--- config.mk ---
export PLATFORM = sky130hd
export DESIGN_NAME = parallel2serial_flat
export DESIGN_NICKNAME = d
export VERILOG_FILES = /design/src/rtl/p2s_pkg.sv /design/src/rtl/parallel2serial_if.sv /design/src/rtl/p2s_hold_buf.sv /design/src/rtl/parallel2serial.sv /design/src/flat_wrapper.sv
export SDC_FILE = /design/constraint.sdc
export NUM_CORES = 1
export LEC_CHECK = 0
export BUFFER_PORTS_ARGS = -buffer_cell sky130_fd_sc_hd__buf_4
export CAP_MARGIN = 30
export CELL_PAD_IN_SITES_DETAIL_PLACEMENT = 1
export CELL_PAD_IN_SITES_GLOBAL_PLACEMENT = 2
export CORE_MARGIN = 4
export CORE_UTILIZATION = 35
export CTS_CLUSTER_SIZE = 16
export DETAILED_ROUTE_END_ITERATION = 7
export HOLD_SLACK_MARGIN = 0.15
export PLACE_DENSITY_LB_ADDON = 0.1
export SETUP_SLACK_MARGIN = 0.5
export SYNTH_ARGS = -nofsm -noshare
export SYNTH_HDL_FRONTEND = slang
export SYNTH_SLANG_ARGS = --single-unit
--- constraint.sdc ---
create_clock -name clk -period 2.1 [get_ports clk]
set_clock_uncertainty 0.2 [all_clocks]
set_input_delay 0.315 -clock clk [delete_from_list [all_inputs] [get_ports clk]]
set_output_delay 0.315 -clock clk [all_outputs]
set_load 0.02 [all_outputs]
--- src/rtl/p2s_pkg.sv ---
// Shared types and sizing helpers for the parallel-to-serial transmitter.
package p2s_pkg;

    typedef enum logic [1:0] {
        IDLE  = 2'd0,
        SHIFT = 2'd1,
        PAD   = 2'd2
    } p2s_state_e;

    localparam int DEF_DATA_W    = 8;
    localparam int DEF_PAD_BITS  = 1;
    localparam int DEF_MSB_FIRST = 1;

    // Counter must hold every slot index of a frame, 0..DATA_W+PAD_BITS-1.
    function automatic int cnt_width(input int data_w, input int pad_bits);
        return $clog2(data_w + pad_bits + 1);
    endfunction

endpackage

--- src/rtl/parallel2serial_if.sv ---
// Word-in / bit-out handshake bundle of the parallel-to-serial transmitter.
interface parallel2serial_if #(
    parameter int DATA_W = 8
);
    logic [DATA_W-1:0] din_parallel;
    logic              din_valid;
    logic              din_ready;
    logic              dout_serial;
    logic              dout_valid;
    logic              dout_last;
    logic              busy;

    modport master (
        output din_parallel, din_valid,
        input  din_ready, dout_serial, dout_valid, dout_last, busy
    );

    modport slave (
        input  din_parallel, din_valid,
        output din_ready, dout_serial, dout_valid, dout_last, busy
    );
endinterface

--- src/rtl/p2s_hold_buf.sv ---
// One-entry holding register; ready is registered so it never depends on din_valid.
module p2s_hold_buf #(
    parameter int DATA_W = 8
) (
    input  logic              clk,
    input  logic              rst_n,
    input  logic              push,
    input  logic              pop,
    input  logic [DATA_W-1:0] din,
    output logic [DATA_W-1:0] dout,
    output logic              full,
    output logic              full_nx,
    output logic              ready
);

    logic [DATA_W-1:0] data_r;
    logic              full_r;
    logic              ready_r;
    logic              full_nx_s;

    // Next occupancy; push only happens while empty, so it never meets a pop.
    always_comb begin
        full_nx_s = full_r;
        if (push) begin
            full_nx_s = 1'b1;
        end else if (pop) begin
            full_nx_s = 1'b0;
        end else begin
            full_nx_s = full_r;
        end
    end

    // Data, full flag and registered ready.
    always_ff @(posedge clk) begin
        if (!rst_n) begin
            data_r  <= '0;
            full_r  <= 1'b0;
            ready_r <= 1'b1;
        end else begin
            if (push) begin
                data_r <= din;
            end
            full_r  <= full_nx_s;
            ready_r <= !full_nx_s;
        end
    end

    assign dout    = data_r;
    assign full    = full_r;
    assign full_nx = full_nx_s;
    assign ready   = ready_r;

endmodule

--- src/rtl/parallel2serial.sv ---
// Parallel-to-serial transmitter: framed words of DATA_W data bits plus PAD_BITS filler,
// with a one-entry hold register for gapless back-to-back streaming.
module parallel2serial
    import p2s_pkg::*;
#(
    parameter int DATA_W    = DEF_DATA_W,
    parameter int PAD_BITS  = DEF_PAD_BITS,
    parameter int MSB_FIRST = DEF_MSB_FIRST
) (
    input  logic              clk,
    input  logic              rst_n,
    parallel2serial_if.slave  bus
);

    localparam int CNT_W = cnt_width(DATA_W, PAD_BITS);
    localparam logic [CNT_W-1:0] LAST_DATA = CNT_W'(DATA_W - 1);
    localparam logic [CNT_W-1:0] LAST_SLOT = CNT_W'(DATA_W + PAD_BITS - 1);

    p2s_state_e        state_r, state_nx_s;
    logic [CNT_W-1:0]  cnt_r, cnt_nx_s;
    logic [DATA_W-1:0] shift_r, shift_nx_s;
    logic [DATA_W-1:0] hold_dout_s;
    logic              hold_full_s, hold_full_nx_s, hold_ready_s;
    logic              push_s, pop_s, accept_s, frame_end_s;
    logic              dout_serial_r, dout_valid_r, dout_last_r, busy_r;
    logic              dout_serial_nx_s, dout_valid_nx_s, dout_last_nx_s, busy_nx_s;

    function automatic logic cur_bit(input logic [DATA_W-1:0] word);
        return (MSB_FIRST != 0) ? word[DATA_W-1] : word[0];
    endfunction

    function automatic logic [DATA_W-1:0] advance(input logic [DATA_W-1:0] word);
        return (MSB_FIRST != 0) ? {word[DATA_W-2:0], 1'b0} : {1'b0, word[DATA_W-1:1]};
    endfunction

    p2s_hold_buf #(.DATA_W(DATA_W)) u_hold (
        .clk     (clk),
        .rst_n   (rst_n),
        .push    (push_s),
        .pop     (pop_s),
        .din     (bus.din_parallel),
        .dout    (hold_dout_s),
        .full    (hold_full_s),
        .full_nx (hold_full_nx_s),
        .ready   (hold_ready_s)
    );

    assign accept_s    = bus.din_valid && hold_ready_s;
    // With no filler the last data slot is also the frame's last slot.
    assign frame_end_s = (PAD_BITS == 0) ? ((state_r == SHIFT) && (cnt_r == LAST_DATA))
                                         : ((state_r == PAD)   && (cnt_r == LAST_SLOT));

    // State, slot counter and shifter registers.
    always_ff @(posedge clk) begin
        if (!rst_n) begin
            state_r <= IDLE;
            cnt_r   <= '0;
            shift_r <= '0;
        end else begin
            state_r <= state_nx_s;
            cnt_r   <= cnt_nx_s;
            shift_r <= shift_nx_s;
        end
    end

    // Next-state, counter, shifter and hold push/pop decisions.
    always_comb begin
        state_nx_s = state_r;
        cnt_nx_s   = cnt_r;
        shift_nx_s = shift_r;
        push_s     = 1'b0;
        pop_s      = 1'b0;
        case (state_r)
            IDLE: begin
                cnt_nx_s = '0;
                if (accept_s) begin
                    state_nx_s = SHIFT;
                    shift_nx_s = bus.din_parallel;
                end else begin
                    state_nx_s = IDLE;
                end
            end
            SHIFT, PAD: begin
                if (frame_end_s) begin
                    cnt_nx_s = '0;
                    if (hold_full_s) begin
                        state_nx_s = SHIFT;
                        shift_nx_s = hold_dout_s;
                        pop_s      = 1'b1;
                    end else if (accept_s) begin
                        state_nx_s = SHIFT;
                        shift_nx_s = bus.din_parallel;
                    end else begin
                        state_nx_s = IDLE;
                    end
                end else begin
                    cnt_nx_s   = cnt_r + CNT_W'(1);
                    shift_nx_s = advance(shift_r);
                    push_s     = accept_s;
                    if ((state_r == SHIFT) && (cnt_r == LAST_DATA)) begin
                        state_nx_s = PAD;
                    end else begin
                        state_nx_s = state_r;
                    end
                end
            end
            default: begin
                state_nx_s = IDLE;
                cnt_nx_s   = '0;
            end
        endcase
    end

    // Output values for the slot entered at the next edge.
    always_comb begin
        dout_valid_nx_s  = (state_nx_s != IDLE);
        dout_serial_nx_s = 1'b0;
        dout_last_nx_s   = 1'b0;
        if (state_nx_s == SHIFT) begin
            dout_serial_nx_s = cur_bit(shift_nx_s);
            dout_last_nx_s   = (cnt_nx_s == LAST_DATA);
        end else begin
            dout_serial_nx_s = 1'b0;
            dout_last_nx_s   = 1'b0;
        end
        busy_nx_s = (state_nx_s != IDLE) || hold_full_nx_s;
    end

    // Output registers.
    always_ff @(posedge clk) begin
        if (!rst_n) begin
            dout_serial_r <= 1'b0;
            dout_valid_r  <= 1'b0;
            dout_last_r   <= 1'b0;
            busy_r        <= 1'b0;
        end else begin
            dout_serial_r <= dout_serial_nx_s;
            dout_valid_r  <= dout_valid_nx_s;
            dout_last_r   <= dout_last_nx_s;
            busy_r        <= busy_nx_s;
        end
    end

    assign bus.din_ready   = hold_ready_s;
    assign bus.dout_serial = dout_serial_r;
    assign bus.dout_valid  = dout_valid_r;
    assign bus.dout_last   = dout_last_r;
    assign bus.busy        = busy_r;

endmodule

--- src/flat_wrapper.sv ---
// flat-port wrapper written by rule: the top's interface ports become plain ports
module parallel2serial_flat import p2s_pkg::*;
#(
    parameter int DATA_W    = DEF_DATA_W,
    parameter int PAD_BITS  = DEF_PAD_BITS,
    parameter int MSB_FIRST = DEF_MSB_FIRST
)
  (clk, rst_n, bus_din_parallel, bus_din_valid, bus_din_ready, bus_dout_serial, bus_dout_valid, bus_dout_last, bus_busy);
  parallel2serial_if #(.DATA_W(DATA_W)) bus_i ();
  input  logic clk;
  input  logic rst_n;
  input wire logic [$bits(bus_i.din_parallel)-1:0] bus_din_parallel;
  input wire logic [$bits(bus_i.din_valid)-1:0] bus_din_valid;
  output wire logic [$bits(bus_i.din_ready)-1:0] bus_din_ready;
  output wire logic [$bits(bus_i.dout_serial)-1:0] bus_dout_serial;
  output wire logic [$bits(bus_i.dout_valid)-1:0] bus_dout_valid;
  output wire logic [$bits(bus_i.dout_last)-1:0] bus_dout_last;
  output wire logic [$bits(bus_i.busy)-1:0] bus_busy;
  assign bus_i.din_parallel = bus_din_parallel;
  assign bus_i.din_valid = bus_din_valid;
  assign bus_din_ready = bus_i.din_ready;
  assign bus_dout_serial = bus_i.dout_serial;
  assign bus_dout_valid = bus_i.dout_valid;
  assign bus_dout_last = bus_i.dout_last;
  assign bus_busy = bus_i.busy;
  parallel2serial #(.DATA_W(DATA_W), .PAD_BITS(PAD_BITS), .MSB_FIRST(MSB_FIRST)) u_core (.clk(clk), .rst_n(rst_n), .bus(bus_i));
endmodule
==> results of run 1 <==
state kept, by name (all words and copies together), names as in the netlist:
signal and flops:
u_core.state_r 2, u_core.bus.dout_valid 1, u_core.u_hold.ready 1, u_core.bus.dout_serial 1, u_core.shift_r 8, u_core.bus.dout_last 1, u_core.bus.busy 1, u_core.u_hold.full 1
u_core.cnt_r 4, u_core.u_hold.dout 8
cells in the mapped netlist:
library cell   n
mux2i_1        9
nand3_2        1
nand2_1        5
o211ai_1       6
a211oi_1       1
nor2b_1       10
o311ai_1       1
clkbuf_1       5
buf_2          2
nor2_1         7
a221oi_2       2
o31ai_1        1
o221a_2        1
a221oi_1       6
nand4b_4       1
dfxtp_1       28
ha_1           6
xor2_1         1
and3_1         2
nor4b_1        1
nor3_1         2
or2_1          1
o311a_1        1
xnor2_1        1
nand3_1        3
and2_1         2
o21ai_1        1
nand2b_1       6
and4b_1        1
o21ai_0       10
a21oi_2        1
a311o_1        1
mux2_2         6
inv_1         11
a21oi_1        6
a21boi_0       1
power breakdown:
group          switching, mW  internal [mW]
Combinational          0.126          0.135
Clock                  0.189          0.208
Sequential            0.0257          0.558
Total                  0.340          0.900
through the flow:
stage	utilization (%)	total power, mW	instances	worst slack [ps]
after floorplan	-	0.713	150	357
after global placement	43.3	0.765	209	187
after detailed placement	43.3	0.770	209	193
after CTS	51.2	1.22	230	235
after global routing	55.0	1.30	240	164
final	55.0	1.24	240	211
cell type report:
class	instances	area [µm²]	share of cell area (%)
clock buffer	4	66.3	3.17
multi-input combinational	104	976	46.7
sequential	28	572	27.4
inverter	11	51.3	2.46
timing repair buffer	45	364	17.4
tap	48	60.1	2.87
what timing repair did:
| action | in CTS | in global routing |
|---|---|---|
| pin swaps | 7 | 11 |
| gates resized for setup | 18 | 17 |
| setup endpoints to repair | 25 | 27 |
| hold buffers | 8 | 1 |
| endpoints found under the hold margin | 8 | 1 |
| setup buffers | 9 | 9 |
layer usage:
metal  GRT usage, %  share of wire [%]  up-vias
met4           4.38               0.98        0
met3           3.51                3.3        4
met5              0                  0        -
met1           21.9                 44      663
met2           29.9                 52       22
li1               -                  -      627
logic make-up (layout without fill, tap and decap cells):
logic type | after synthesis | count (layout) | share of synthesized area [%]
adders and majority gates | 6 | 6 | 5.29
muxes | 15 | 15 | 11.1
DFF | 28 | 28 | 39.5
xor gates and xnor gates | 2 | 2 | 1.23
buffers and inverters | 18 | 60 | 4.94
and+or+nand+nor | 42 | 42 | 17.9
AOI/OAI and AO/OA | 39 | 39 | 20.0
how the worst max path moves through the flow:
| stage | startpoint | to | cells after the start |
|---|---|---|---|
| global placement | u_core.state_r[1] | u_core.bus.dout_serial | 6 |
| floorplan | u_core.state_r[1] | u_core.bus.dout_serial | 6 |
| CTS | u_core.state_r[0] | u_core.bus.dout_serial | 6 |
| global route | u_core.state_r[0] | u_core.bus.dout_serial | 6 |
| finish | u_core.state_r[0] | u_core.bus.busy | 6 |
| detailed placement | u_core.state_r[0] | u_core.bus.dout_serial | 6 |
critical path, cell delays in order (launching register included):
cell and delay (ps):
dfxtp_4 380, inv_6 70, ha_4 140, nand4b_4 150, o311a_4 410, a21oi_4 280
o311ai_2 140
==> flow_summary.toml, run 1 <==
[outcome]
status = "finished clean"

[sta]
min_period_over_period_pct = 89.9
holdWs_ps = 187
relSlewSlack_pct = 77.0
hold_viol = 0
setup_viol = 0
fin_setup_tns_ps = 0
fmax_ghz = 0.529
rsz0062_at_grt = "yes"
slew_violations = 0
worst_pin_slew_ps = 341
finalCriticalPeriod_ps = 1890

[setup_path]
start_kind = "register"
cp.arrival_ps = 1850
end_kind = "register"
r2r-start = "u_core.state_r[0]"
timing.rr.end = "u_core.bus.busy"
worstPathRequired_ps = 2060
r2r_slack_ps = 210
criticalPathCategory = "register to register"
ff2ff_path_depth = 6
cp_max_fo = 6

[detailed_routing]
vias_per_cell = 5.48
route.detailed.drc = 0
wirelength_mm = 4.49
dr.pass1.iters = 4
drt-initial-drc-count = 47
ant_nets = 0
avgRoutedWirePerCell_um = 18.7
vias = 1316

[grt]
antenna_found_initial = 0
grt_util_all_layers_pct = 17.3
grt_pass1_wl_mm = 6.93
grt_overflow_total = 0
grt_max_degree = 21
grt_pass1_vias = 1405

[cts]
numCtsBuffers = 3
clockBufferDepth = 2
tritoncts = "yes"
cts-htree-levels = 1
insertion_delay_ps = 280
cts_root_buf = "clkbuf_8"
clkTransAtPathRegs_ps = 100
clock_sinks = 28

[die]
die_w_um = 71.7
die_area_um2 = 5140
placeableCoreArea_um2 = 3800
core.rowCount = 22
io_pins = 16
start_util_pct = 37.4
die_h_um = 71.7

[finish]
final_nets = 210
final_cell_mix = "35 x buf_4, 23 x dfxtp_1, 10 x nor2b_1"
final.fill_count = 423
fin_area_um2 = 2090
layout_commonest_cell = "buf_4"
final_layout_size_suffix_gt1_share_pct = 45.8
layout-area-overhead-vs-synth_pct = 47.3
antenna_cells = 0

[power_and_ir_drop]
power.leakage_nw = 0.859
power.density_nw_per_um2 = 594
vdd_drop_max_mv = 0.340

[logic_synthesis]
seq_area_frac_synth_pct = 39.5
synth_top_area_cell = "dfxtp_1"
syn_area_um2 = 1420
synth_nets = 167
synth_top_area_share_pct = 39.5
avgSynthCellArea_um2 = 9.46
synthDistinctLibCells = 36
synth.top_cells.by_area = "dfxtp_1 40%, mux2i_1 6.3%, ha_1 5.3%, mux2_2 4.8%, nor2b_1 4.4%"
yosys_warnings = 0
ys_seq_elements = 28
synth_cells = 150

[placement]
routabilityCongestion = 0.782
place_area_um2 = 1640
io_buffer_count = 15
dpl.hpwl_mm = 2.58

[worst_hold_path]
hold_path_startpoint = "rst_n"
whs_path_depth = 3
hold_class = "primary input to register"
worstHoldEndpoint = "u_core.shift_r[5]"

[run]
drv_cap = 0
Power figures use the tool's default switching activity.
==> inputs of run 2 (changes only) <==
--- a/config.mk
+++ b/config.mk
@@ -15,6 +15,7 @@
 export DETAILED_ROUTE_END_ITERATION = 7
 export HOLD_SLACK_MARGIN = 0.15
 export PLACE_DENSITY_LB_ADDON = 0.1
+export REMOVE_ABC_BUFFERS = 1
 export SETUP_SLACK_MARGIN = 0.5
 export SYNTH_ARGS = -nofsm -noshare
 export SYNTH_HDL_FRONTEND = slang
==> run 2 against run 1 <==
Against the previous run:
- clock power fell by 27%
- register-to-register slack improved by 70 ps
- core utilization fell by 1.1 points
- final cell count fell by 2.1%
- global-route usage fell by 1.2 points
- non-clock buffer count fell by 5
- worst setup slack improved by 67 ps
- combinational power fell by 2%
- largest power group unchanged
==> flow_summary.toml, run 2 (same netlist as run 1, synthesis figures left out) <==
[cts]
tritoncts = "yes"
insertion_delay_ps = 270
numCtsBuffers = 3
cts_root_buf = "clkbuf_8"
clock_sinks = 28
clkTransAtPathRegs_ps = 90
cts-htree-levels = 1
clockBufferDepth = 2

[setup_path]
start_kind = "register"
cp_max_fo = 6
cp.arrival_ps = 1810
end_kind = "register"
worstPathRequired_ps = 2090
criticalPathCategory = "register to register"

[grt]
antenna_found_initial = 0
grt_max_degree = 21
grt_overflow_total = 0
grt_pass1_wl_mm = 6.57
grt_util_all_layers_pct = 16.1
grt_pass1_vias = 1385

[sta]
hold_viol = 0
setup_viol = 0
relSlewSlack_pct = 75.4
finalCriticalPeriod_ps = 1820
fin_setup_tns_ps = 0
rsz0062_at_grt = "yes"
slew_violations = 0
min_period_over_period_pct = 86.7
worst_pin_slew_ps = 367
setup_ws_ps = 279
fmax_ghz = 0.549

[detailed_routing]
route.detailed.drc = 0
wirelength_mm = 4.12
dr.pass1.iters = 4
drt-initial-drc-count = 45
avgRoutedWirePerCell_um = 17.5
vias = 1259
ant_nets = 0
vias_per_cell = 5.36

[die]
die_h_um = 71.7
placeableCoreArea_um2 = 3800
core.rowCount = 22
start_util_pct = 37.4
io_pins = 16
die_area_um2 = 5140
die_w_um = 71.7

[power_and_ir_drop]
power.leakage_nw = 0.821
vdd_drop_max_mv = 0.300
power.density_nw_per_um2 = 549

[placement]
dpl.hpwl_mm = 2.64
io_buffer_count = 15
post-place-ws_ps = 115
routabilityCongestion = 0.777

[finish]
antenna_cells = 0
final_layout_size_suffix_gt1_share_pct = 43.3
layout-area-overhead-vs-synth_pct = 44.4
final_cell_mix = "28 x buf_4, 24 x dfxtp_1, 10 x o21ai_0, 10 x nor2b_1, 9 x mux2i_1"
layout_commonest_cell = "buf_4"
final.fill_count = 425
final_nets = 206

[worst_hold_path]
hold_class = "primary input to register"

[outcome]
status = "finished clean"

[run]
drv_cap = 0
run 2: changes by cell type in the layout (fill, tap and decap cells not counted), moves of 2 or more:
cell,change
and2_4,+2
buf_4,-7
nor2_1,-2
nor2_4,+2
buf_6,+2
run 2: layout make-up:
| type | count | area [µm²] | share of cell area, % |
|---|---|---|---|
| Clock buffer | 3 | 41.3 | 2.02 |
| Inverter | 11 | 46.3 | 2.26 |
| Multi-Input combinational cell | 105 | 986 | 48.1 |
| Sequential cell | 28 | 571 | 27.9 |
| Tap cell | 48 | 60.1 | 2.93 |
| Timing Repair Buffer | 40 | 344 | 16.8 |
run 2: repair_timing:
action,4_1_cts,5_1_grt
pin swaps,15,8
cloned,0,1
gates resized for setup,33,20
setup endpoints to repair,27,26
hold buffers,8,0
hold endpoints to repair,8,0
buffers inserted,6,5
run 2: worst paths after layout:
| kind | depth (start not counted) | slack, ps | end | start |
|---|---|---|---|---|
| hold reg to reg | 2 | 320 | u_core.u_hold.dout[4] | u_core.u_hold.dout[4] |
| setup reg to reg | 6 | 280 | u_core.bus.dout_serial | u_core.state_r[0] |
| setup / recovery | 6 | 280 | u_core.bus.dout_serial | u_core.state_r[0] |
| hold / removal | 2 | 180 | u_core.u_hold.ready | rst_n |
run 2: where the power goes:
group | internal, mW | switching (mW)
registers | 0.557 | 0.0213
logic | 0.130 | 0.126
clock network | 0.129 | 0.161
total | 0.816 | 0.308
run 2: per-layer routing:
metal / vias up / share of wire (%) / global-route usage [%]
met5: - / 0 / 0
met4: 0 / 0.92 / 3.13
met3: 6 / 1.8 / 2.24
met2: 12 / 56 / 30.9
met1: 624 / 42 / 18.9
li1: 617 / - / -
run 2: critical path, stage by stage (launching register included):
cell and delay (ps):
dfxtp_4 370, inv_4 80, ha_4 130, nand4b_4 150
or2_4 290, a311o_1 320, a221oi_2 210
run 2: stage by stage:
step / cell area [µm²] / total power [mW] / hold slack (ps) / instances / utilization, %
after floorplan: 1390 / 0.695 / 228 / 143 / -
after global placement: 1610 / 0.760 / 256 / 212 / 42.3
after detailed placement: 1610 / 0.764 / 275 / 212 / 42.3
after CTS: 1910 / 1.10 / 182 / 229 / 50.4
after global routing: 2050 / 1.18 / 184 / 235 / 53.9
final: 2050 / 1.12 / 185 / 235 / 53.9
==> inputs of run 3 (changes only) <==
--- a/config.mk
+++ b/config.mk
@@ -14,7 +14,7 @@
 export CTS_CLUSTER_SIZE = 16
 export DETAILED_ROUTE_END_ITERATION = 7
 export HOLD_SLACK_MARGIN = 0.15
-export PLACE_DENSITY_LB_ADDON = 0.1
+export PLACE_DENSITY_LB_ADDON = 0.08
 export REMOVE_ABC_BUFFERS = 1
 export SETUP_SLACK_MARGIN = 0.5
 export SYNTH_ARGS = -nofsm -noshare
==> run 3 against run 2 <==
Against the previous run:
- power fell by 2.8%
- critical path depth did not move
- first-iteration DRC count rose by 31%
- via count fell by 0.87%
- wire length fell by 3.7%
- sequential cell count did not move
- clock power barely moved
- largest power group unchanged
- highest routed layer unchanged
- non-clock buffer count fell by 2
- clock-buffer cell count did not move
- final cell count fell by 1.3%
- combinational power fell by 12%
- worst hold slack got worse by 22 ps
==> flow_summary.toml, run 3 (same netlist as run 1, synthesis figures left out) <==
[die]
die_area_um2 = 5140
core.rowCount = 22
placeableCoreArea_um2 = 3800
die_w_um = 71.7
die_h_um = 71.7
start_util_pct = 37.4
io_pins = 16

[sta]
setup_ws_ps = 261
fin_setup_tns_ps = 0
rsz0062_at_grt = "yes"
worst_pin_slew_ps = 354
setup_viol = 0
relSlewSlack_pct = 76.2
slew_violations = 0
min_period_over_period_pct = 87.6
hold_viol = 0
fmax_ghz = 0.544
finalCriticalPeriod_ps = 1840
holdWs_ps = 162

[finish]
utilization_pct = 51.3
layout-area-overhead-vs-synth_pct = 37.4
antenna_cells = 0
fin_cells = 232
final.fill_count = 431
layout_commonest_cell = "buf_4"
final_cell_mix = "28 x buf_4, 24 x dfxtp_1, 10 x o21ai_0"
final_layout_size_suffix_gt1_share_pct = 39.1
final_nets = 203
fin_area_um2 = 1950

[outcome]
status = "finished clean"

[grt]
grt_pass1_wl_mm = 6.42
antenna_found_initial = 0
grt_pass1_vias = 1343
grt_overflow_total = 0
grt_max_degree = 21
grt_util_all_layers_pct = 15.9

[detailed_routing]
wirelength_mm = 3.96
avgRoutedWirePerCell_um = 17.1
ant_nets = 0
vias = 1248
route.detailed.drc = 0
dr.pass1.iters = 4
vias_per_cell = 5.38
drt-initial-drc-count = 59

[cts]
clkTransAtPathRegs_ps = 90
insertion_delay_ps = 270
clock_sinks = 28
numCtsBuffers = 3
cts_root_buf = "clkbuf_8"
cts-htree-levels = 1
clockBufferDepth = 2
tritoncts = "yes"

[setup_path]
cp_slowest_cell = "dfxtp_2"
end_kind = "register"
cp_cell_sequence = "buf_6 -> ha_4 -> nand4b_4 -> or2_4 -> a311o_1 -> a221oi_2"
cp_top_family = "compound AO/OA/AOI/OAI gates"
cp.arrival_ps = 1820
critPathBufInv = 1
cp_max_fo = 4
criticalPathCategory = "register to register"
worstPathRequired_ps = 2080
critPathMaxStageDelay_ps = 360
start_kind = "register"

[placement]
dp_cells = 212
routabilityCongestion = 0.764
io_buffer_count = 15
place_area_um2 = 1610
post-place-ws_ps = 77.9
dpl.hpwl_mm = 2.49

[power_and_ir_drop]
vdd_drop_max_mv = 0.315
power.leakage_nw = 0.797
power.density_nw_per_um2 = 560
power_mw = 1.09

[worst_hold_path]
hold_class = "primary input to register"

[run]
drv_cap = 0
## run 3: changes by cell type in the layout (fill, tap and decap cells not counted), moves of 2 or more
cell	change
a221oi_1	+2
a221oi_2	-2
and2_4	-2
nand2_1	+2
nor2_1	+2
nor2_4	-2
## run 3: area by class of cell
class	instances	area, µm²	share of cell area (%)
repair buffers	38	313	16.0
flip-flops and latches	28	568	29.1
clock buffers	3	41.3	2.12
well taps	48	60.1	3.08
multi-input cells	104	918	47.1
inverters	11	48.8	2.50
## run 3: final timing paths
path                                   startpoint                      to  slack [ps]  cells past startpoint
worst max register to register  u_core.state_r[1]  u_core.bus.dout_serial         260                      6
worst max-delay path            u_core.state_r[1]  u_core.bus.dout_serial         260                      6
worst min-delay path                        rst_n     u_core.u_hold.ready         160                      2
worst min register to register    u_core.cnt_r[0]         u_core.cnt_r[0]         320                      2
## run 3: power breakdown
group	switching, mW	internal [mW]
registers	0.0206	0.558
clock network	0.159	0.129
logic	0.114	0.112
## run 3: what timing repair did
item	4_1_cts	5_1_grt
setup endpoints to repair	27	26
resized for setup	24	16
hold endpoints to repair	8	0
setup buffers	8	1
pin swaps	7	8
hold buffers	8	0
## run 3: routing by layer
| metal | up-vias | routed length [µm] | track usage (%) |
|---|---|---|---|
| li1 | 605 | - | - |
| met1 | 617 | 1710 | 18.5 |
| met2 | 18 | 2070 | 27.6 |
| met3 | 8 | 100 | 3.79 |
| met4 | 0 | 89 | 6.89 |
| met5 | - | 0 | 0 |
